--- config.mk ---
export PLATFORM = sky130hd
export DESIGN_NAME = mem_lsu_buffered_flat
export DESIGN_NICKNAME = d
export VERILOG_FILES = /design/src/rtl/mem_lsu_buffered_if.sv /design/src/rtl/mem_lsu_buffered.sv /design/src/flat_wrapper.sv
export SDC_FILE = /design/constraint.sdc
export NUM_CORES = 1
export LEC_CHECK = 0
export BUFFER_PORTS_ARGS = -buffer_cell sky130_fd_sc_hd__buf_4
export CORE_UTILIZATION = 43
export CTS_BUF_LIST = sky130_fd_sc_hd__clkbuf_4
export CTS_CLUSTER_DIAMETER = 150
export DETAILED_ROUTE_END_ITERATION = 16
export REMOVE_ABC_BUFFERS = 1
export SYNTH_ARGS = -nofsm -noshare
export SYNTH_HDL_FRONTEND = slang
export SYNTH_SLANG_ARGS = --single-unit
--- constraint.sdc ---
create_clock -name clk -period 11.8 [get_ports clk]
set_input_delay 0.59 -clock clk [delete_from_list [all_inputs] [get_ports clk]]
set_output_delay 0.59 -clock clk [all_outputs]
set_load 0.02 [all_outputs]
--- src/rtl/mem_lsu_buffered_if.sv ---
// Request/response and memory-bus bundle for the buffered MEM-stage load/store unit.
// The slave modport is the LSU; the master modport is the pipeline plus memory side.
interface mem_lsu_buffered_if #(
  parameter int unsigned DATA_W = 32,
  parameter int unsigned ADDR_W = 32
);
  localparam int unsigned NB = DATA_W / 8;

  logic              req_valid;
  logic              req_ready;
  logic [1:0]        req_type;
  logic [2:0]        req_size;
  logic              req_signed;
  logic [ADDR_W-1:0] req_addr;
  logic [DATA_W-1:0] req_wdata;
  logic              resp_valid;
  logic [DATA_W-1:0] resp_data;
  logic              resp_addr_error;
  logic              mem_en;
  logic [NB-1:0]     mem_wen;
  logic [ADDR_W-1:0] mem_addr;
  logic [DATA_W-1:0] mem_wdata;
  logic              mem_gnt;
  logic              mem_rvalid;
  logic [DATA_W-1:0] mem_rdata;

  modport slave (
    input  req_valid, req_type, req_size, req_signed, req_addr, req_wdata,
    input  mem_gnt, mem_rvalid, mem_rdata,
    output req_ready, resp_valid, resp_data, resp_addr_error,
    output mem_en, mem_wen, mem_addr, mem_wdata
  );

  modport master (
    output req_valid, req_type, req_size, req_signed, req_addr, req_wdata,
    output mem_gnt, mem_rvalid, mem_rdata,
    input  req_ready, resp_valid, resp_data, resp_addr_error,
    input  mem_en, mem_wen, mem_addr, mem_wdata
  );
endinterface

--- src/rtl/mem_lsu_buffered.sv ---
// MEM-stage load/store unit: stores retire into a FIFO store buffer that drains in the
// background; non-conflicting loads bypass it, conflicting loads stall until the drain.
module mem_lsu_buffered #(
  parameter int unsigned DATA_W   = 32,
  parameter int unsigned ADDR_W   = 32,
  parameter int unsigned SB_DEPTH = 4
) (
  input  logic              clk,
  input  logic              rst,
  mem_lsu_buffered_if.slave bus
);

  localparam int unsigned NB = DATA_W / 8;
  localparam int unsigned OB = $clog2(NB);
  localparam int unsigned PW = $clog2(SB_DEPTH);
  localparam int unsigned CW = PW + 1;

  localparam logic [1:0] IDLE    = 2'd0;
  localparam logic [1:0] LD_REQ  = 2'd1;
  localparam logic [1:0] LD_WAIT = 2'd2;

  localparam logic [1:0] T_LOAD  = 2'd1;
  localparam logic [1:0] T_STORE = 2'd2;

  typedef struct packed {
    logic [ADDR_W-1:0] addr;
    logic [NB-1:0]     mask;
    logic [DATA_W-1:0] data;
  } sb_entry_t;

  logic [1:0]        state, state_d;
  logic [ADDR_W-1:0] ld_addr, ld_addr_d;
  logic [2:0]        ld_size, ld_size_d;
  logic              ld_signed, ld_signed_d;

  logic              mem_en, mem_en_d;
  logic [NB-1:0]     mem_wen, mem_wen_d;
  logic [ADDR_W-1:0] mem_addr, mem_addr_d;
  logic [DATA_W-1:0] mem_wdata, mem_wdata_d;
  logic              resp_valid, resp_valid_d;
  logic [DATA_W-1:0] resp_data, resp_data_d;
  logic              resp_err, resp_err_d;

  sb_entry_t         sb_mem [SB_DEPTH];
  logic [SB_DEPTH-1:0] sb_vld;
  logic [PW-1:0]     rd_ptr, wr_ptr, head_ptr;
  logic [CW-1:0]     count, sb_left;
  sb_entry_t         head;

  logic [OB-1:0]     off;
  logic              is_load, is_store, size_err, conflict, sb_full, ready;
  logic              accept, acc_ld, acc_st, acc_err, push, pop;
  logic              beat_done, ld_beat, bus_free;
  logic [NB-1:0]     lane_mask;
  logic [DATA_W-1:0] wdata_rep;
  logic [DATA_W-1:0] shifted, ext_mask, ld_result;
  logic              sign_bit;

  // Request decode and acceptance
  assign off      = bus.req_addr[OB-1:0];
  assign is_load  = (bus.req_type == T_LOAD);
  assign is_store = (bus.req_type == T_STORE);
  assign sb_full  = (count == CW'(SB_DEPTH));

  always_comb begin
    size_err = 1'b0;
    case (bus.req_size)
      3'd0:    size_err = 1'b0;
      3'd1:    size_err = bus.req_addr[0];
      3'd2:    size_err = (bus.req_addr[1:0] != 2'b00);
      3'd3:    size_err = (DATA_W != 64) || (bus.req_addr[2:0] != 3'b000);
      default: size_err = 1'b1;
    endcase
  end

  // A load must not overtake a buffered store to the same bus word
  always_comb begin
    conflict = 1'b0;
    for (int i = 0; i < SB_DEPTH; i++) begin
      if (sb_vld[i] && (sb_mem[i].addr[ADDR_W-1:OB] == bus.req_addr[ADDR_W-1:OB]))
        conflict = 1'b1;
    end
  end

  assign ready   = rst && (state == IDLE) && !(is_store && sb_full) && !(is_load && conflict);
  assign accept  = bus.req_valid && ready;
  assign acc_err = accept && (is_load || is_store) && size_err;
  assign acc_st  = accept && is_store && !size_err;
  assign acc_ld  = accept && is_load && !size_err;

  always_comb begin
    lane_mask = '0;
    wdata_rep = '0;
    case (bus.req_size)
      3'd0: begin
        lane_mask = NB'(1) << off;
        wdata_rep = {NB{bus.req_wdata[7:0]}};
      end
      3'd1: begin
        lane_mask = NB'(3) << off;
        wdata_rep = {(NB/2){bus.req_wdata[15:0]}};
      end
      3'd2: begin
        lane_mask = NB'(15) << off;
        wdata_rep = {(NB/4){bus.req_wdata[31:0]}};
      end
      default: begin
        lane_mask = '1;
        wdata_rep = bus.req_wdata;
      end
    endcase
  end

  // Bus beat tracking; a store beat always has a non-zero lane mask
  assign beat_done = mem_en && bus.mem_gnt;
  assign ld_beat   = mem_en && (mem_wen == '0);
  assign bus_free  = !mem_en || beat_done;
  assign push      = acc_st;
  assign pop       = beat_done && !ld_beat;
  assign sb_left   = count - CW'(pop);
  assign head_ptr  = rd_ptr + PW'(pop);
  assign head      = sb_mem[head_ptr];

  // Load data extraction and extension
  always_comb begin
    shifted  = bus.mem_rdata >> {ld_addr[OB-1:0], 3'b000};
    ext_mask = '1;
    sign_bit = 1'b0;
    case (ld_size)
      3'd0:    begin ext_mask = DATA_W'(8'hFF);         sign_bit = shifted[7];  end
      3'd1:    begin ext_mask = DATA_W'(16'hFFFF);      sign_bit = shifted[15]; end
      3'd2:    begin ext_mask = DATA_W'(32'hFFFF_FFFF); sign_bit = shifted[31]; end
      default: begin ext_mask = '1;                     sign_bit = 1'b0;        end
    endcase
    ld_result = (shifted & ext_mask) | ({DATA_W{ld_signed & sign_bit}} & ~ext_mask);
  end

  // Next-state and registered-output logic
  always_comb begin
    state_d      = state;
    ld_addr_d    = ld_addr;
    ld_size_d    = ld_size;
    ld_signed_d  = ld_signed;
    mem_en_d     = mem_en && !bus.mem_gnt;
    mem_wen_d    = mem_wen;
    mem_addr_d   = mem_addr;
    mem_wdata_d  = mem_wdata;
    resp_valid_d = 1'b0;
    resp_data_d  = '0;
    resp_err_d   = 1'b0;
    case (state)
      IDLE: begin
        if (acc_ld) begin
          state_d     = LD_REQ;
          ld_addr_d   = bus.req_addr;
          ld_size_d   = bus.req_size;
          ld_signed_d = bus.req_signed;
          if (bus_free) begin
            mem_en_d    = 1'b1;
            mem_wen_d   = '0;
            mem_addr_d  = bus.req_addr;
            mem_wdata_d = '0;
          end
        end else if (bus_free && (sb_left != '0)) begin
          mem_en_d    = 1'b1;
          mem_wen_d   = head.mask;
          mem_addr_d  = head.addr;
          mem_wdata_d = head.data;
        end
        if (acc_st || acc_err) begin
          resp_valid_d = 1'b1;
          resp_data_d  = DATA_W'(bus.req_addr);
          resp_err_d   = acc_err;
        end
      end
      LD_REQ: begin
        if (ld_beat) begin
          if (bus.mem_gnt) state_d = LD_WAIT;
        end else if (bus_free) begin
          mem_en_d    = 1'b1;
          mem_wen_d   = '0;
          mem_addr_d  = ld_addr;
          mem_wdata_d = '0;
        end
      end
      LD_WAIT: begin
        if (bus.mem_rvalid) begin
          state_d      = IDLE;
          resp_valid_d = 1'b1;
          resp_data_d  = ld_result;
        end
      end
      default: state_d = IDLE;
    endcase
  end

  always_ff @(posedge clk or negedge rst) begin
    if (!rst) begin
      state      <= IDLE;
      ld_addr    <= '0;
      ld_size    <= '0;
      ld_signed  <= 1'b0;
      mem_en     <= 1'b0;
      mem_wen    <= '0;
      mem_addr   <= '0;
      mem_wdata  <= '0;
      resp_valid <= 1'b0;
      resp_data  <= '0;
      resp_err   <= 1'b0;
    end else begin
      state      <= state_d;
      ld_addr    <= ld_addr_d;
      ld_size    <= ld_size_d;
      ld_signed  <= ld_signed_d;
      mem_en     <= mem_en_d;
      mem_wen    <= mem_wen_d;
      mem_addr   <= mem_addr_d;
      mem_wdata  <= mem_wdata_d;
      resp_valid <= resp_valid_d;
      resp_data  <= resp_data_d;
      resp_err   <= resp_err_d;
    end
  end

  // Store-buffer pointers and occupancy
  always_ff @(posedge clk or negedge rst) begin
    if (!rst) begin
      rd_ptr <= '0;
      wr_ptr <= '0;
      count  <= '0;
      sb_vld <= '0;
    end else begin
      count  <= count + CW'(push) - CW'(pop);
      rd_ptr <= rd_ptr + PW'(pop);
      wr_ptr <= wr_ptr + PW'(push);
      if (pop)  sb_vld[rd_ptr] <= 1'b0;
      if (push) sb_vld[wr_ptr] <= 1'b1;
    end
  end

  // Entry payloads are qualified by sb_vld, so they need no reset
  always_ff @(posedge clk) begin
    if (push) sb_mem[wr_ptr] <= '{addr: bus.req_addr, mask: lane_mask, data: wdata_rep};
  end

  assign bus.req_ready       = ready;
  assign bus.resp_valid      = resp_valid;
  assign bus.resp_data       = resp_data;
  assign bus.resp_addr_error = resp_err;
  assign bus.mem_en          = mem_en;
  assign bus.mem_wen         = mem_wen;
  assign bus.mem_addr        = mem_addr;
  assign bus.mem_wdata       = mem_wdata;

endmodule

--- src/flat_wrapper.sv ---
// flat-port wrapper written by rule: the top's interface ports become plain ports
module mem_lsu_buffered_flat 
#(
  parameter int unsigned DATA_W   = 32,
  parameter int unsigned ADDR_W   = 32,
  parameter int unsigned SB_DEPTH = 4
)
  (clk, rst, bus_req_valid, bus_req_type, bus_req_size, bus_req_signed, bus_req_addr, bus_req_wdata, bus_mem_gnt, bus_mem_rvalid, bus_mem_rdata, bus_req_ready, bus_resp_valid, bus_resp_data, bus_resp_addr_error, bus_mem_en, bus_mem_wen, bus_mem_addr, bus_mem_wdata);
  mem_lsu_buffered_if #(.DATA_W(DATA_W), .ADDR_W(ADDR_W)) bus_i ();
  input  logic clk;
  input  logic rst;
  input wire logic [$bits(bus_i.req_valid)-1:0] bus_req_valid;
  input wire logic [$bits(bus_i.req_type)-1:0] bus_req_type;
  input wire logic [$bits(bus_i.req_size)-1:0] bus_req_size;
  input wire logic [$bits(bus_i.req_signed)-1:0] bus_req_signed;
  input wire logic [$bits(bus_i.req_addr)-1:0] bus_req_addr;
  input wire logic [$bits(bus_i.req_wdata)-1:0] bus_req_wdata;
  input wire logic [$bits(bus_i.mem_gnt)-1:0] bus_mem_gnt;
  input wire logic [$bits(bus_i.mem_rvalid)-1:0] bus_mem_rvalid;
  input wire logic [$bits(bus_i.mem_rdata)-1:0] bus_mem_rdata;
  output wire logic [$bits(bus_i.req_ready)-1:0] bus_req_ready;
  output wire logic [$bits(bus_i.resp_valid)-1:0] bus_resp_valid;
  output wire logic [$bits(bus_i.resp_data)-1:0] bus_resp_data;
  output wire logic [$bits(bus_i.resp_addr_error)-1:0] bus_resp_addr_error;
  output wire logic [$bits(bus_i.mem_en)-1:0] bus_mem_en;
  output wire logic [$bits(bus_i.mem_wen)-1:0] bus_mem_wen;
  output wire logic [$bits(bus_i.mem_addr)-1:0] bus_mem_addr;
  output wire logic [$bits(bus_i.mem_wdata)-1:0] bus_mem_wdata;
  assign bus_i.req_valid = bus_req_valid;
  assign bus_i.req_type = bus_req_type;
  assign bus_i.req_size = bus_req_size;
  assign bus_i.req_signed = bus_req_signed;
  assign bus_i.req_addr = bus_req_addr;
  assign bus_i.req_wdata = bus_req_wdata;
  assign bus_i.mem_gnt = bus_mem_gnt;
  assign bus_i.mem_rvalid = bus_mem_rvalid;
  assign bus_i.mem_rdata = bus_mem_rdata;
  assign bus_req_ready = bus_i.req_ready;
  assign bus_resp_valid = bus_i.resp_valid;
  assign bus_resp_data = bus_i.resp_data;
  assign bus_resp_addr_error = bus_i.resp_addr_error;
  assign bus_mem_en = bus_i.mem_en;
  assign bus_mem_wen = bus_i.mem_wen;
  assign bus_mem_addr = bus_i.mem_addr;
  assign bus_mem_wdata = bus_i.mem_wdata;
  mem_lsu_buffered #(.DATA_W(DATA_W), .ADDR_W(ADDR_W), .SB_DEPTH(SB_DEPTH)) u_core (.clk(clk), .rst(rst), .bus(bus_i));
endmodule
# Yosys cells after proc, flatten, opt, wreduce, memory -nomap -nowiden
# Memories as Yosys holds them, arrays and structs flattened.
# Index checks and enable logic that the tools add are counted.
# totals
inputBits,107
out_inout_bits,104
memories,1
ff_bits,152
ramBits,272
# mem_list
memory,words,width,read_ports,rd_clocked_by_memory_dff,write_ports,line_no,source
u_core.sb_mem,4,68,5,0,1,mem_lsu_buffered.sv:44,sb_entry_t sb_mem [SB_DEPTH];
# op_classes
shifts,4
reduce_logical,43
n_mux,51
bitwise_logic,8
n_eq_ne,21
order_cmp,4
addsub,5
# ops
op,count
$mux 32,11
$pmux 32 s2,5
$eq 30x30->1,4
$and 32x32->32,2
$not 32->32,1
$or 32x32->32,1
$shr 32x5->32,1
$mux 4,6
$logic_and 1x1->1,23
$mux 1,16
$pmux 4 s3,1
$mux 2,4
$pmux 4 s2,1
$eq 3x1->1 const B,2
$eq 3x2->1 const B,2
$logic_not 1->1,6
$logic_not 3->1,2
$lt 2x3->1 const B,2
$ne 2x1->1 const B,3
$ne 2x2->1 const B,3
$pmux 1 s3,2
$pmux 2 s3,1
$sub 3x1->3,2
$reduce_and 5->1,1
25 further kinds,34

# Depth between registers and ports, before layout
# Gate-level depths: netlist of the first run.
# logic_depth
depth_word,15
ltp_mapped,13
mapped_depth_nobuf,11

# Least setup slack after synthesis of the first run
# OpenSTA, ideal clock, no wires.
# synth_path
path_kind,input to register
startpoint,input port bus_req_size[0]
endpoint,memory u_core.sb_mem[0][0] in the netlist's numbering (enable)
arrival_ns,6.402
path_stages,6
slack_ns,4.820
path_buffers,1
required_ns,11.222
cell_sequence,clkbuf_1 > or3_1 > a21oi_1 > nand2_1 > a211o_1 > nor3_1
# synth_between
elab_chain_len,6
word_cells_on_any_way,8
cone_classes,eq/ne: 2; mux: 3; reduce/logical: 3
# synth_rtl
element,line_no,source
"start, declared",flat_wrapper.sv:14,input wire logic [$bits(bus_i.req_size)-1:0] bus_req_size;
"$eq 3x2->1, or another cell as far along",mem_lsu_buffered.sv:67,case (bus.req_size)
$pmux 1 s3 (*),mem_lsu_buffered.sv:67,
$logic_not 1->1 (*),mem_lsu_buffered.sv:88,assign acc_st = accept && is_store && !size_err;
$logic_and 1x1->1 (*),mem_lsu_buffered.sv:88,
$mux 1 (*),mem_lsu_buffered.sv:243,"if (push) sb_mem[wr_ptr] <= '{addr: bus.req_addr, mask: lane_mask, data: wdata_rep};"
$mux 1 (implied by the code) (*),mem_lsu_buffered.sv:243,
"end, declared",mem_lsu_buffered.sv:44,
# Every way passes the cells marked *; elsewhere a longest branch is shown, timed or not.

# Worst setup path after layout of the first run
# layout_path
startpoint,register u_core.state[1]
endpoint,register u_core.mem_addr[15] (netlist: u_core.bus.mem_addr[15])
# layout_between
elab_chain_len,9
word_cells_on_any_way,16
cone_classes,eq/ne: 5; mux: 2; reduce/logical: 9
# layout_rtl
element,line_no,source
"start, declared",mem_lsu_buffered.sv:31,"logic [1:0] state, state_d;"
"start signal, assigned",mem_lsu_buffered.sv:211,state <= state_d;
$logic_not 2->1,"mem_lsu_buffered.sv:85, mem_lsu_buffered.sv:151",
$logic_and 1x1->1 (3 in a row),mem_lsu_buffered.sv:85,assign ready = rst && (state == IDLE) && !(is_store && sb_full) && !(is_load && conflict);
$logic_and 1x1->1,mem_lsu_buffered.sv:86,assign accept = bus.req_valid && ready;
$logic_and 1x1->1 (2 in a row),mem_lsu_buffered.sv:89,assign acc_ld = accept && is_load && !size_err;
"$ne 3x3->1 (no line), or another cell as far along",n/a,
$reduce_and 5->1 (no line) or $pmux 32 s2 (tied branches),n/a,
"end signal, assigned",mem_lsu_buffered.sv:217,mem_addr <= mem_addr_d;
"end, declared",mem_lsu_buffered.sv:38,"logic [ADDR_W-1:0] mem_addr, mem_addr_d;"
# Several ways; a longest one is shown, not always the timed one.
# A chain may end at the register's enable or synchronous reset.

==> summary.md, run 1 <==
| Metric | Value |
|---|---|
| Run status | complete, no violations |
| Number of DRC markers after the initial detailed-route iteration | 812 |
| Worst path cell trace | nor2_1 > o311a_1 > nand2_1 > nor2_1 > nand3_2 > nand2_1 > buf_4 > a32o_1 |
| Mapped Cells | 1345 |
| CTS clk-pin slew, worst paths | 70 ps |
| Area growth from synthesis to layout | 18.9% |
| Register bit total from synthesis | 424 |
| LEAKAGE | 0.00877 uW |
| Post-detailed-route wirelength per cell | about 23 um |
| Root buf cell | sky130_fd_sc_hd__clkbuf_4 |
| Routability congestion estimate | 0.899 |
| Startpoint types | flip-flop |
| Number of distinct standard cells referenced by the synthesized netlist | 47 |
| Area fraction of the dominant cell type after synthesis | 42.8% |
| Vias per inst | 5.45 |
| Wire length of the first global-routing pass | 79.4 mm |
| H-Tree Depth | 3 |
| Total of warnings raised by yosys | 0 |
| Largest net degree at the start of global routing | just under 70 |
| Worst path required time | between 10000 and 15000 ps |
| Actual slew at the worst max-slew pin | 1160 ps |
| Initial antenna violation count | 3 |
| Critical Path End Type | flip-flop |
| Worst hold-check slack | 70.1 ps |
| Crit path max fanout | 38 |
| I/O Buffers | 210 |
| Unrepaired setup endpoints after global routing | no |
| Finished Core Util | 52.3% |
| Launch point of the worst reg-to-reg path | u_core.state[1] |
| Design internal power | ~3500 uW |
| Worst min-delay path endpoint | u_core.bus.resp_data[26] |
| Register area | approximately 0.012 mm^2 |
| Half-perimeter wire length after detailed placement | roughly 34 mm |
| # nets final | 1709 |
| Depth of the worst register-to-register path | 8 |
| Drt first pass iters | 5 |
| Delay of the slowest cell on the worst path | 1110 ps |
| Leading area contributor after synthesis | sky130_fd_sc_hd__edfxtp_1 |
| Total negative setup slack | 0 ps |
| Most common library cells after synthesis | sky130_fd_sc_hd__edfxtp_1 (272), sky130_fd_sc_hd__dfrtp_1 (152), sky130_fd_sc_hd__nand2_1 (123), sky130_fd_sc_hd__xnor2_1 (122), sky130_fd_sc_hd__nor2_1 (82) |
| Launch point of the worst hold path | bus_mem_rdata[26] |
| Avg Inst Size Synth | roughly 14 um^2 |
| Filler Cells Inserted | 3754 |
| Reg2Reg Setup Slack | 7430 ps |
| Wire length reported by the detailed router | approximately 53 mm |
| Placeable core region | 0.0435 mm^2 |
| Area of the multi-input gates | 0.00664 mm^2 |
| Layout cells sized above 1 | 30.7% |
| Clock Tree Buf Depth | 3 |
| Die Footprint | 0.0453 mm^2 |
| Power density cells | 235 mW/mm^2 |
| Post-detailed-route count of antenna-violating nets | 0 |
| Critical Path AT | 5050 ps |
| Number of failing hold endpoints at the final stage | 0 |
| GRT Overall Usage | 23.9% |
| Max Cap Violations | 0 |
| Die Span X | 213 um |
| Relative contribution of sequential cells to total power | 36.1% |
| Max transition margin | 22.8% |
| # rows | 76 |
| EDFF count, synth | around 270 |
| Clock tree from TritonCTS | yes |
| Setup Crit Path Kind | flip-flop to flip-flop |
| DIE HEIGHT | 213 um |
| Classification of the worst-slack hold path | input port to flip-flop |
| Global-route congestion overflow total | 0 |
| Placed inst area | approximately 0.021 mm^2 |
| Critical-path cell with the highest stage delay | sky130_fd_sc_hd__nand2_1 |
| RR Endpoint | u_core.bus.mem_addr[15] |
| Net switching power | about 1900 uW |
| Final routed DRC violation total | 0 |
| Top post-synthesis cells by area | sky130_fd_sc_hd__edfxtp_1 (43%), sky130_fd_sc_hd__dfrtp_1 (20%), sky130_fd_sc_hd__mux4_2 (8.0%), sky130_fd_sc_hd__xnor2_1 (5.6%), sky130_fd_sc_hd__mux2i_1 (3.1%) |
| Portion of total power attributed to combinational logic | 39.8% |
| Achievable clock frequency | 229 MHz |
| Via Count | 12400 |
| Top-count cell post-synth | sky130_fd_sc_hd__edfxtp_1 |
| Post-synthesis cell area | 0.0191 mm^2 |
| Post-synthesis sequential area ratio | 62.7% |
| Most instantiated flip-flop cell in the synthesis netlist | sky130_fd_sc_hd__edfxtp_1 |
| Post-Layout Inst Area | 0.0227 mm^2 |
| Max-slew violation total from the final report | 0 |
| Worst Skew | 71.3 ps |
| Final count of negative-setup-slack endpoints | 0 |
| Initial core utilization | 44.0% |
| Number of CTS-inserted buffers | 109 |
| Share of the cycle needed by the critical path after routing | 37.0% |
| Maximum resistive drop on vdd | 0.230 mV |
| Clock Sinks | 424 |
| Shortest period the worst path allows | 4370 ps |
| Vias in the first global route | 13000 |
| Clock share of power | 24.1% |
| Switching Fraction | 35.4% |
| Synth async-reset ratio | roughly 36% |
| Clock Latency Late Sink | 810 ps |
| Number of placed I/O pins | 211 |
| Crit. Startpoint | u_core.state[1] |
| Cell count of the worst hold path | 3 |
==> per-layer routing <==
layer,routed length [um],vias to the layer above,track usage [%]
met5,31,-,0
met4,1190,4,8.04
met3,3660,82,6.44
met2,25900,427,39.6
met1,21700,6268,30.3
li1,-,5600,-
==> logic make-up (layout without fill, tap and decap cells) <==
kind of cell	Yosys count	in the layout	share of synthesized area, %
mux	144	144	12.1
fa+ha+maj	9	9	0.629
other cells	0	2	0
buf+inv	120	458	3.12
flops	424	424	62.7
simple gates	343	343	8.38
xor+xnor	125	125	5.73
compound gates	180	180	7.38
==> cell type report <==
| cell class | count | area share [%] |
|---|---|---|
| tap | 585 | 3.22 |
| antenna | 2 | 0.0220 |
| inverter | 12 | 0.198 |
| timing repair buffer | 245 | 8.25 |
| clock buffer | 174 | 5.75 |
| multi-input combinational | 801 | 29.2 |
| sequential | 424 | 52.7 |
| clock inverter | 27 | 0.633 |
==> power groups by stage <==
stage | clock, uW | combinational [uW] | sequential [uW]
6_report | 1290 | 2130 | 1930
2_1_floorplan | 0 | 1360 | 2090
4_1_cts | 1320 | 2170 | 1930
3_5_place_dp | 0 | 2160 | 1950
5_1_grt | 1400 | 2310 | 1950
3_3_place_gp | 0 | 2130 | 1960
==> registers in the layout (all words and copies together), names as in the netlist <==
name and cells:
u_core.wr_ptr 2, u_core.bus.resp_valid 1, u_core.ld_signed 1, u_core.bus.mem_wdata 32, u_core.state 2, u_core.sb_mem 272, u_core.bus.resp_addr_error 1, u_core.ld_size 3
u_core.sb_vld 4, u_core.bus.mem_wen 4, u_core.rd_ptr 2, u_core.ld_addr 32, u_core.bus.resp_data 32, u_core.bus.mem_addr 32, u_core.bus.mem_en 1, u_core.count 3
==> what timing repair did <==
item,4_1_cts,5_1_grt
buffers inserted,0,0
resized for setup,0,0
endpoints found under the hold margin,62,0
setup endpoints to repair,0,0
hold buffers,13,0
==> stage by stage <==
step | std cells | power [uW] | worst slack (ps)
after floorplan | 1237 | 3440 | 4990
after global placement | 2054 | 4080 | 7310
after detailed placement | 2054 | 4120 | 7270
after CTS | 2268 | 5430 | 7390
after global routing | 2269 | 5670 | 7110
final | 2270 | 5350 | 7430
==> critical path, delay by kind of cell, from the launching register on <==
kind / cells / cell delay (ps)
flops: 1 / 740
compound gates: 2 / 420
buf+inv: 1 / 390
simple gates: 5 / 2670
==> cell usage in the layout (no fill, tap or decap), types with 28 or more instances in the layout <==
master                       n
sky130_fd_sc_hd__a32o_1     39
sky130_fd_sc_hd__edfxtp_1  272
sky130_fd_sc_hd__mux4_2     68
sky130_fd_sc_hd__buf_4     231
sky130_fd_sc_hd__nor2_1     78
sky130_fd_sc_hd__dfrtp_1   151
sky130_fd_sc_hd__mux2i_1    60
sky130_fd_sc_hd__clkbuf_4  174
sky130_fd_sc_hd__nor2b_1    39
sky130_fd_sc_hd__a22o_1     53
sky130_fd_sc_hd__nor3_1     33
sky130_fd_sc_hd__nand2_1   123
sky130_fd_sc_hd__nand4_1    28
sky130_fd_sc_hd__xnor2_1   122
sky130_fd_sc_hd__o21ai_0    29
==> worst max path at each step <==
stage                               to  slack [ps]  cells after the start
2_1_floorplan      u_core.sb_mem[0][0]        4990                      5
3_3_place_gp   u_core.bus.mem_addr[14]        7310                      9
3_5_place_dp   u_core.bus.mem_addr[15]        7270                      9
4_1_cts        u_core.bus.mem_addr[15]        7390                      8
5_1_grt        u_core.bus.mem_addr[12]        7110                      8
6_report       u_core.bus.mem_addr[15]        7430                      8
(Power assumes the default switching activity.)
==> inputs of run 2 (changes only) <==
==> constraint.sdc (replaced) <==
create_clock -name clk -period 3.65 [get_ports clk]
set_input_delay 0.1825 -clock clk [delete_from_list [all_inputs] [get_ports clk]]
set_output_delay 0.1825 -clock clk [all_outputs]
set_load 0.02 [all_outputs]
==> run 2 against run 1 <==
Against the previous run:
- clock power grew to 3.4 times the previous value
- clock-buffer cell count is 2 higher
- register-to-register slack got worse by 7100 ps
- sequential power grew to 3.2 times the previous value
- critical path depth rose by 4
- cell area is 6.1% higher
- sequential share of layout area fell by 3.0 points
- first-iteration DRC count increased by 10%
- combinational power grew to 3.4 times the previous value
- critical path type unchanged
==> summary.md, run 2 (synthesis gave the netlist of run 1 again) <==
| Metric | Value |
|---|---|
| Run status | complete, no violations |
| Post-detailed-route count of antenna-violating nets | 0 (unchanged) |
| H-Tree Depth | 3 (unchanged) |
| Clock Latency Late Sink | 830 ps (+20 ps) |
| Final instance count without filler cells | 2400 (+5.7%) |
| Placeable core region | 0.0435 mm^2 (unchanged) |
| Initial antenna violation count | 2 (-1) |
| Post-Layout Inst Area | 0.0241 mm^2 (+6.1%) |
| Clock Tree Buf Depth | 3 (unchanged) |
| Clock tree from TritonCTS | yes |
| Worst path cell trace | nor4_1 > nand2_1 > and3_1 > ha_1 > inv_1 > ha_1 > nor3_1 > inv_1 > o21ai_0 > nand2_1 > buf_4 > a32o_1 |
| Critical Path End Type | flip-flop |
| Via Count | 12900 (+4.2%) |
| Vias in the first global route | 13600 (+4.6%) |
| CTS clk-pin slew, worst paths | 60 ps (about the same) |
| Actual slew at the worst max-slew pin | 1080 ps (-74.3 ps) |
| Final count of negative-setup-slack endpoints | 0 (unchanged) |
| Crit path max fanout | 32 (-16%) |
| Global-route congestion overflow total | 0 (unchanged) |
| Max transition margin | 27.4% (+4.6 points) |
| Critical-path cell with the highest stage delay | sky130_fd_sc_hd__nor4_1 |
| Finished Core Util | 55.5% (+3.2 points) |
| Die Span X | 213 um (unchanged) |
| Cell family with most CP delay | simple AND/OR/NAND/NOR gates |
| Top library cells by usage in the layout, fill and taps aside | sky130_fd_sc_hd__edfxtp_1 (272), sky130_fd_sc_hd__buf_4 (237), sky130_fd_sc_hd__clkbuf_4 (176) |
| # nets final | 1830 (+7.1%) |
| Power density cells | 741 mW/mm^2 (+210%) |
| Wire length reported by the detailed router | 53.5 mm (+1.9%) |
| Number of placed I/O pins | 211 (unchanged) |
| Unrepaired setup endpoints after global routing | no |
| Number of CTS-inserted buffers | 110 (+0.92%) |
| LEAKAGE | 0.00938 uW (+7.0%) |
| Number of failing hold endpoints at the final stage | 0 (unchanged) |
| Achievable clock frequency | 305 MHz (+33%) |
| Wire length of the first global-routing pass | 80.4 mm (+1.2%) |
| Least setup slack across all paths after layout | 372 ps (-7060 ps) |
| # rows | 76 (unchanged) |
| Die Footprint | 0.0453 mm^2 (unchanged) |
| Pre-CTS worst setup slack | 477 ps (-6790 ps) |
| Largest net degree at the start of global routing | 128 (+86%) |
| Maximum resistive drop on vdd | 0.525 mV (+130%) |
| Initial core utilization | 44.0% (unchanged) |
| Final routed DRC violation total | 0 (unchanged) |
| Layout cells sized above 1 | 29.7% (-1.1 points) |
| Leading cell type in the layout, fill and taps excluded | sky130_fd_sc_hd__edfxtp_1 |
| Worst path required time | 4310 ps (-8180 ps) |
| Number of DRC markers after the initial detailed-route iteration | 894 (+10%) |
| Flip-flop count of the largest register after layout | 272 (unchanged) |
| Half-perimeter wire length after detailed placement | 33.6 mm (-0.68%) |
| Shortest period the worst path allows | 3280 ps (-1090 ps) |
| Delay of the slowest cell on the worst path | 430 ps (-680 ps) |
| Drt first pass iters | 5 (unchanged) |
| Reg2Reg Setup Slack | 370 ps (-7060 ps) |
| Filler Cells Inserted | 3639 (-3.1%) |
| Most flops, register | u_core.sb_mem |
| Clock Sinks | 424 (unchanged) |
| Worst Skew | 66.1 ps (-5.19 ps) |
| Max-slew violation total from the final report | 0 (unchanged) |
| Startpoint types | flip-flop |
| Classification of the worst-slack hold path | input port to flip-flop |
| Max Cap Violations | 0 (unchanged) |
| Vias per inst | 5.38 (-1.4%) |
| Crit path buffers/inverters | 3 (+2) |
| Root buf cell | sky130_fd_sc_hd__clkbuf_4 |
| Buffers inserted by post-CTS timing repair | 0 (unchanged) |
| Critical Path AT | 3940 ps (-1110 ps) |
| Routability congestion estimate | 0.857 (-4.7%) |
| GRT Overall Usage | 24.1% (+0.23 points) |
| Setup Crit Path Kind | flip-flop to flip-flop |
| Placed Cells incl. Taps | 2072 (+0.88%) |
| I/O Buffers | 210 (unchanged) |
| DIE HEIGHT | 213 um (unchanged) |
| Placed inst area | 0.0214 mm^2 (+1.3%) |
| Number of gates resized after cts | 0 (unchanged) |
| Share of the cycle needed by the critical path after routing | 89.8% (+53 points) |
| Area growth from synthesis to layout | 26.2% |
| Post-detailed-route wirelength per cell | 22.3 um (-3.7%) |
run 2: changes by cell type in the layout (fill, tap and decap cells not counted), moves of 2 or more:
cell and change:
sky130_fd_sc_hd__clkinv_1 +4, sky130_fd_sc_hd__buf_4 +6, sky130_fd_sc_hd__buf_12 +13, sky130_fd_sc_hd__dlygate4sd3_1 +101
sky130_fd_sc_hd__diode_2 +2, sky130_fd_sc_hd__clkbuf_4 +2
run 2: where the power goes:
part / internal (uW) / total, uW / switching, uW
sequential: 5760 / 6220 / 455
clock: 2340 / 4330 / 1990
combinational: 3520 / 7310 / 3790
total: 11600 / 17900 / 6240
run 2: routing by layer:
metal  up-vias  share of wire, %  track usage (%)
met5         -                 0                0
met4         0               1.6             6.82
met3        71               6.8             5.99
met2       453                51             41.6
met1      6531                41             30.0
li1       5849                 -                -
run 2: cell type report:
type | instances | area (um^2) | share of cell area, %
clock inverters | 33 | 200 | 0.831
diodes | 4 | 10.0 | 0.0415
clock buffers | 176 | 1320 | 5.48
multi-input cells | 801 | 6630 | 27.5
inverters | 12 | 45.0 | 0.187
flip-flops and latches | 424 | 12000 | 49.7
repair buffers | 365 | 3190 | 13.2
well taps | 585 | 732 | 3.04
run 2: what timing repair did:
| item | in CTS | in global routing |
|---|---|---|
| hold endpoints to repair | 532 | 0 |
| setup endpoints to repair | 0 | 0 |
| hold buffers | 115 | 0 |
run 2: final timing paths:
kind,cells past startpoint,from,endpoint
min in group asynchronous,4,rst,u_core.bus.resp_data[4]
hold / removal,4,bus_mem_rdata[7],u_core.bus.resp_data[7]
hold reg to reg,2,u_core.ld_addr[28],u_core.ld_addr[28]
max in group asynchronous,4,rst,u_core.bus.mem_addr[19]
setup reg to reg,12,u_core.bus.mem_wen[0],u_core.bus.mem_addr[2]
setup / recovery,12,u_core.bus.mem_wen[0],u_core.bus.mem_addr[2]
run 2: per-stage QoR:
step / setup TNS, ps / power, uW / hold WS, ps
after floorplan: -585650 / 10600 / -113
after global routing: 0 / 18900 / 34.4
final: 0 / 17900 / 77.9
after detailed placement: 0 / 13600 / 83.2
after global placement: 0 / 13500 / 81.8
after CTS: 0 / 18100 / 3.97
run 2: worst register-to-register path: cells and delay by family, from the launching register on:
kind                     cells  cell delay [ps]
adder cells (fa/ha/maj)      2              470
AO/OA/AOI/OAI                2              530
AND/OR/NAND/NOR              5             1250
buffers and inverters        3              450
flip-flops                   1              410
==> inputs of run 3 (changes only) <==
--- a/config.mk
+++ b/config.mk
@@ -6,10 +6,10 @@
 export NUM_CORES = 1
 export LEC_CHECK = 0
 export BUFFER_PORTS_ARGS = -buffer_cell sky130_fd_sc_hd__buf_4
-export CORE_UTILIZATION = 43
+export CORE_UTILIZATION = 35
 export CTS_BUF_LIST = sky130_fd_sc_hd__clkbuf_4
-export CTS_CLUSTER_DIAMETER = 150
 export DETAILED_ROUTE_END_ITERATION = 16
+export GPL_ROUTABILITY_DRIVEN = 0
 export REMOVE_ABC_BUFFERS = 1
 export SYNTH_ARGS = -nofsm -noshare
 export SYNTH_HDL_FRONTEND = slang
==> run 3 against run 2 <==
Against the previous run:
- die area up 23%
- sequential power barely moved
- power decreased by 0.81%
- register-to-register slack worse by 30 ps
- global-route usage decreased by 4.1 points
- flip-flop and latch count unchanged
- critical path type unchanged
==> summary.md, run 3 (synthesis gave the netlist of run 1 again) <==
| Metric | Value |
|---|---|
| Critical Path End Type | flip-flop |
| Final count of negative-setup-slack endpoints | 0 (unchanged) |
| Worst hold-check slack | 91.6 ps (+13.7 ps) |
| Pre-CTS worst setup slack | 393 ps (-83.5 ps) |
| Final routed DRC violation total | 0 (unchanged) |
| Die Span X | 236 um (+11%) |
| Least setup slack across all paths after layout | 341 ps (-31.5 ps) |
| Die Footprint | 0.0555 mm^2 (+23%) |
| Half-perimeter wire length after detailed placement | 35.2 mm (+4.6%) |
| Max Cap Violations | 0 (unchanged) |
| Root buf cell | sky130_fd_sc_hd__clkbuf_4 |
| Number of CTS-inserted buffers | 112 (+1.8%) |
| # rows | 85 (+12%) |
| Clock Sinks | 424 (unchanged) |
| Clock Tree Buf Depth | 3 (unchanged) |
| Power density cells | 734 mW/mm^2 (-0.89%) |
| Post-detailed-route wirelength per cell | 22.2 um (-0.62%) |
| Clock tree from TritonCTS | yes |
| Worst path cell trace | nor4_1 > nand2_1 > and3_1 > ha_1 > inv_1 > ha_1 > nor3_1 > inv_1 > o21ai_0 > a211o_2 > buf_12 > a22o_1 |
| Max-slew violation total from the final report | 0 (unchanged) |
| Delay of the slowest cell on the worst path | 400 ps (-30 ps) |
| Startpoint types | flip-flop |
| Top library cells by usage in the layout, fill and taps aside | sky130_fd_sc_hd__edfxtp_1 (272), sky130_fd_sc_hd__buf_4 (239), sky130_fd_sc_hd__clkbuf_4 (167) |
| Post-detailed-route count of antenna-violating nets | 0 (unchanged) |
| Maximum resistive drop on vdd | 0.585 mV (+12%) |
| Actual slew at the worst max-slew pin | 991 ps (-93.0 ps) |
| Overall Power | 17700 uW (-0.81%) |
| Number of DRC markers after the initial detailed-route iteration | 894 (unchanged) |
| Critical Path AT | 4100 ps (+160 ps) |
| Initial antenna violation count | 2 (unchanged) |
| Critical-path cell with the highest stage delay | sky130_fd_sc_hd__dfrtp_1 |
| GRT Overall Usage | 19.9% (-4.1 points) |
| Vias per inst | 5.20 (-3.3%) |
| Wire length reported by the detailed router | 55.6 mm (+3.9%) |
| Via Count | 13000 (+1.1%) |
| LEAKAGE | 0.00933 uW (-0.58%) |
| Clock Latency Late Sink | 880 ps (+50 ps) |
| Largest net degree at the start of global routing | 71 (-45%) |
| Run status | complete, no violations |
| DIE HEIGHT | 236 um (+11%) |
| Leading cell type in the layout, fill and taps excluded | sky130_fd_sc_hd__edfxtp_1 |
| Filler Cells Inserted | 4886 (+34%) |
| Setup Crit Path Kind | flip-flop to flip-flop |
| Flip-flop count of the largest register after layout | 272 (unchanged) |
| Shortest period the worst path allows | 3310 ps (+31.5 ps) |
| Unrepaired setup endpoints after global routing | no |
| Worst path required time | 4440 ps (+130 ps) |
| Number of failing hold endpoints at the final stage | 0 (unchanged) |
| Global-route congestion overflow total | 0 (unchanged) |
| Crit path max fanout | 68 (+110%) |
| I/O Buffers | 210 (unchanged) |
| Worst Skew | 57.2 ps (-8.95 ps) |
| CTS clk-pin slew, worst paths | 60 ps (about the same) |
| Classification of the worst-slack hold path | input port to flip-flop |
| Share of the cycle needed by the critical path after routing | 90.7% (+0.86 points) |
| Initial core utilization | 35.4% (-8.5 points) |
| Area growth from synthesis to layout | 26.3% (about the same) |
| # nets final | 1832 (+0.11%) |
| Drt first pass iters | 7 (+2) |
| Achievable clock frequency | 302 MHz (-0.95%) |
| Most flops, register | u_core.sb_mem |
| Placeable core region | 0.0539 mm^2 (+24%) |
| H-Tree Depth | 3 (unchanged) |
| Wire length of the first global-routing pass | 83.0 mm (+3.3%) |
| Number of placed I/O pins | 211 (unchanged) |
| Max transition margin | 33.6% (+6.2 points) |
| Layout cells sized above 1 | 29.4% (-0.27 points) |
| Vias in the first global route | 13500 (-0.39%) |
[run 3: cell types whose count changed in the layout (fill, tap and decap cells not counted), sizes merged, moves of 2 or more]
cell and change:
diode +2, dlygate4sd3 +3, clkinv +6, clkbuf -9, buf -3
[run 3: worst paths after layout]
path	slack (ps)	depth (start not counted)	startpoint	endpoint
min reg2reg	480	2	u_core.ld_addr[11]	u_core.ld_addr[11]
min	90	2	bus_req_wdata[7]	u_core.sb_mem[1][7]
max reg2reg	340	12	u_core.bus.mem_wen[1]	u_core.bus.mem_wdata[28]
max	340	12	u_core.bus.mem_wen[1]	u_core.bus.mem_wdata[28]
min in group asynchronous	190	3	rst	u_core.bus.mem_addr[26]
max in group asynchronous	2430	3	rst	u_core.ld_addr[9]
[run 3: critical path: cells and delay by family, from the launching register on]
family	cells	cell delay [ps]
AO/OA/AOI/OAI	3	650
adder cells (fa/ha/maj)	2	450
buffers and inverters	3	490
flip-flops	1	400
AND/OR/NAND/NOR	4	1180
[run 3: cell type report]
type / count / area (um^2) / share of cell area (%)
Inverter: 12 / 45.0 / 0.187
Sequential cell: 424 / 12000 / 49.6
Clock inverter: 38 / 196 / 0.814
Multi-Input combinational cell: 801 / 6630 / 27.5
Antenna cell: 6 / 15.0 / 0.0622
Clock buffer: 167 / 1250 / 5.20
Tap cell: 696 / 871 / 3.61
Timing Repair Buffer: 365 / 3140 / 13.0
[run 3: layer usage]
layer / vias to the layer above / global-route usage [%] / wire, um
met1: 6552 / 25.2 / 23100
met3: 88 / 5.64 / 4340
met2: 537 / 33.0 / 26900
li1: 5871 / - / -
met5: - / 0 / 0
met4: 0 / 6.34 / 1270
[run 3: report_power, final]
part           total, uW  leakage (uW)  switching [uW]  internal, uW
registers           6210       0.00439             452          5760
clock network       4200      0.000871            2030          2170
logic               7300       0.00406            3830          3470
[run 3: what timing repair did]
action / in CTS / in global routing
buffers inserted: 0 / 0
resized for setup: 0 / 0
hold buffers: 117 / 0
hold endpoints to repair: 533 / 0
[run 3: through the flow]
stage	TNS, ps	instances	cell area, um^2	util (%)
after floorplan	-585650	1237	18600	-
after global placement	0	2181	21500	39.8
after detailed placement	0	2181	21500	39.8
after CTS	0	2503	24100	44.7
after global routing	0	2506	24100	44.7
final	0	2509	24100	44.7
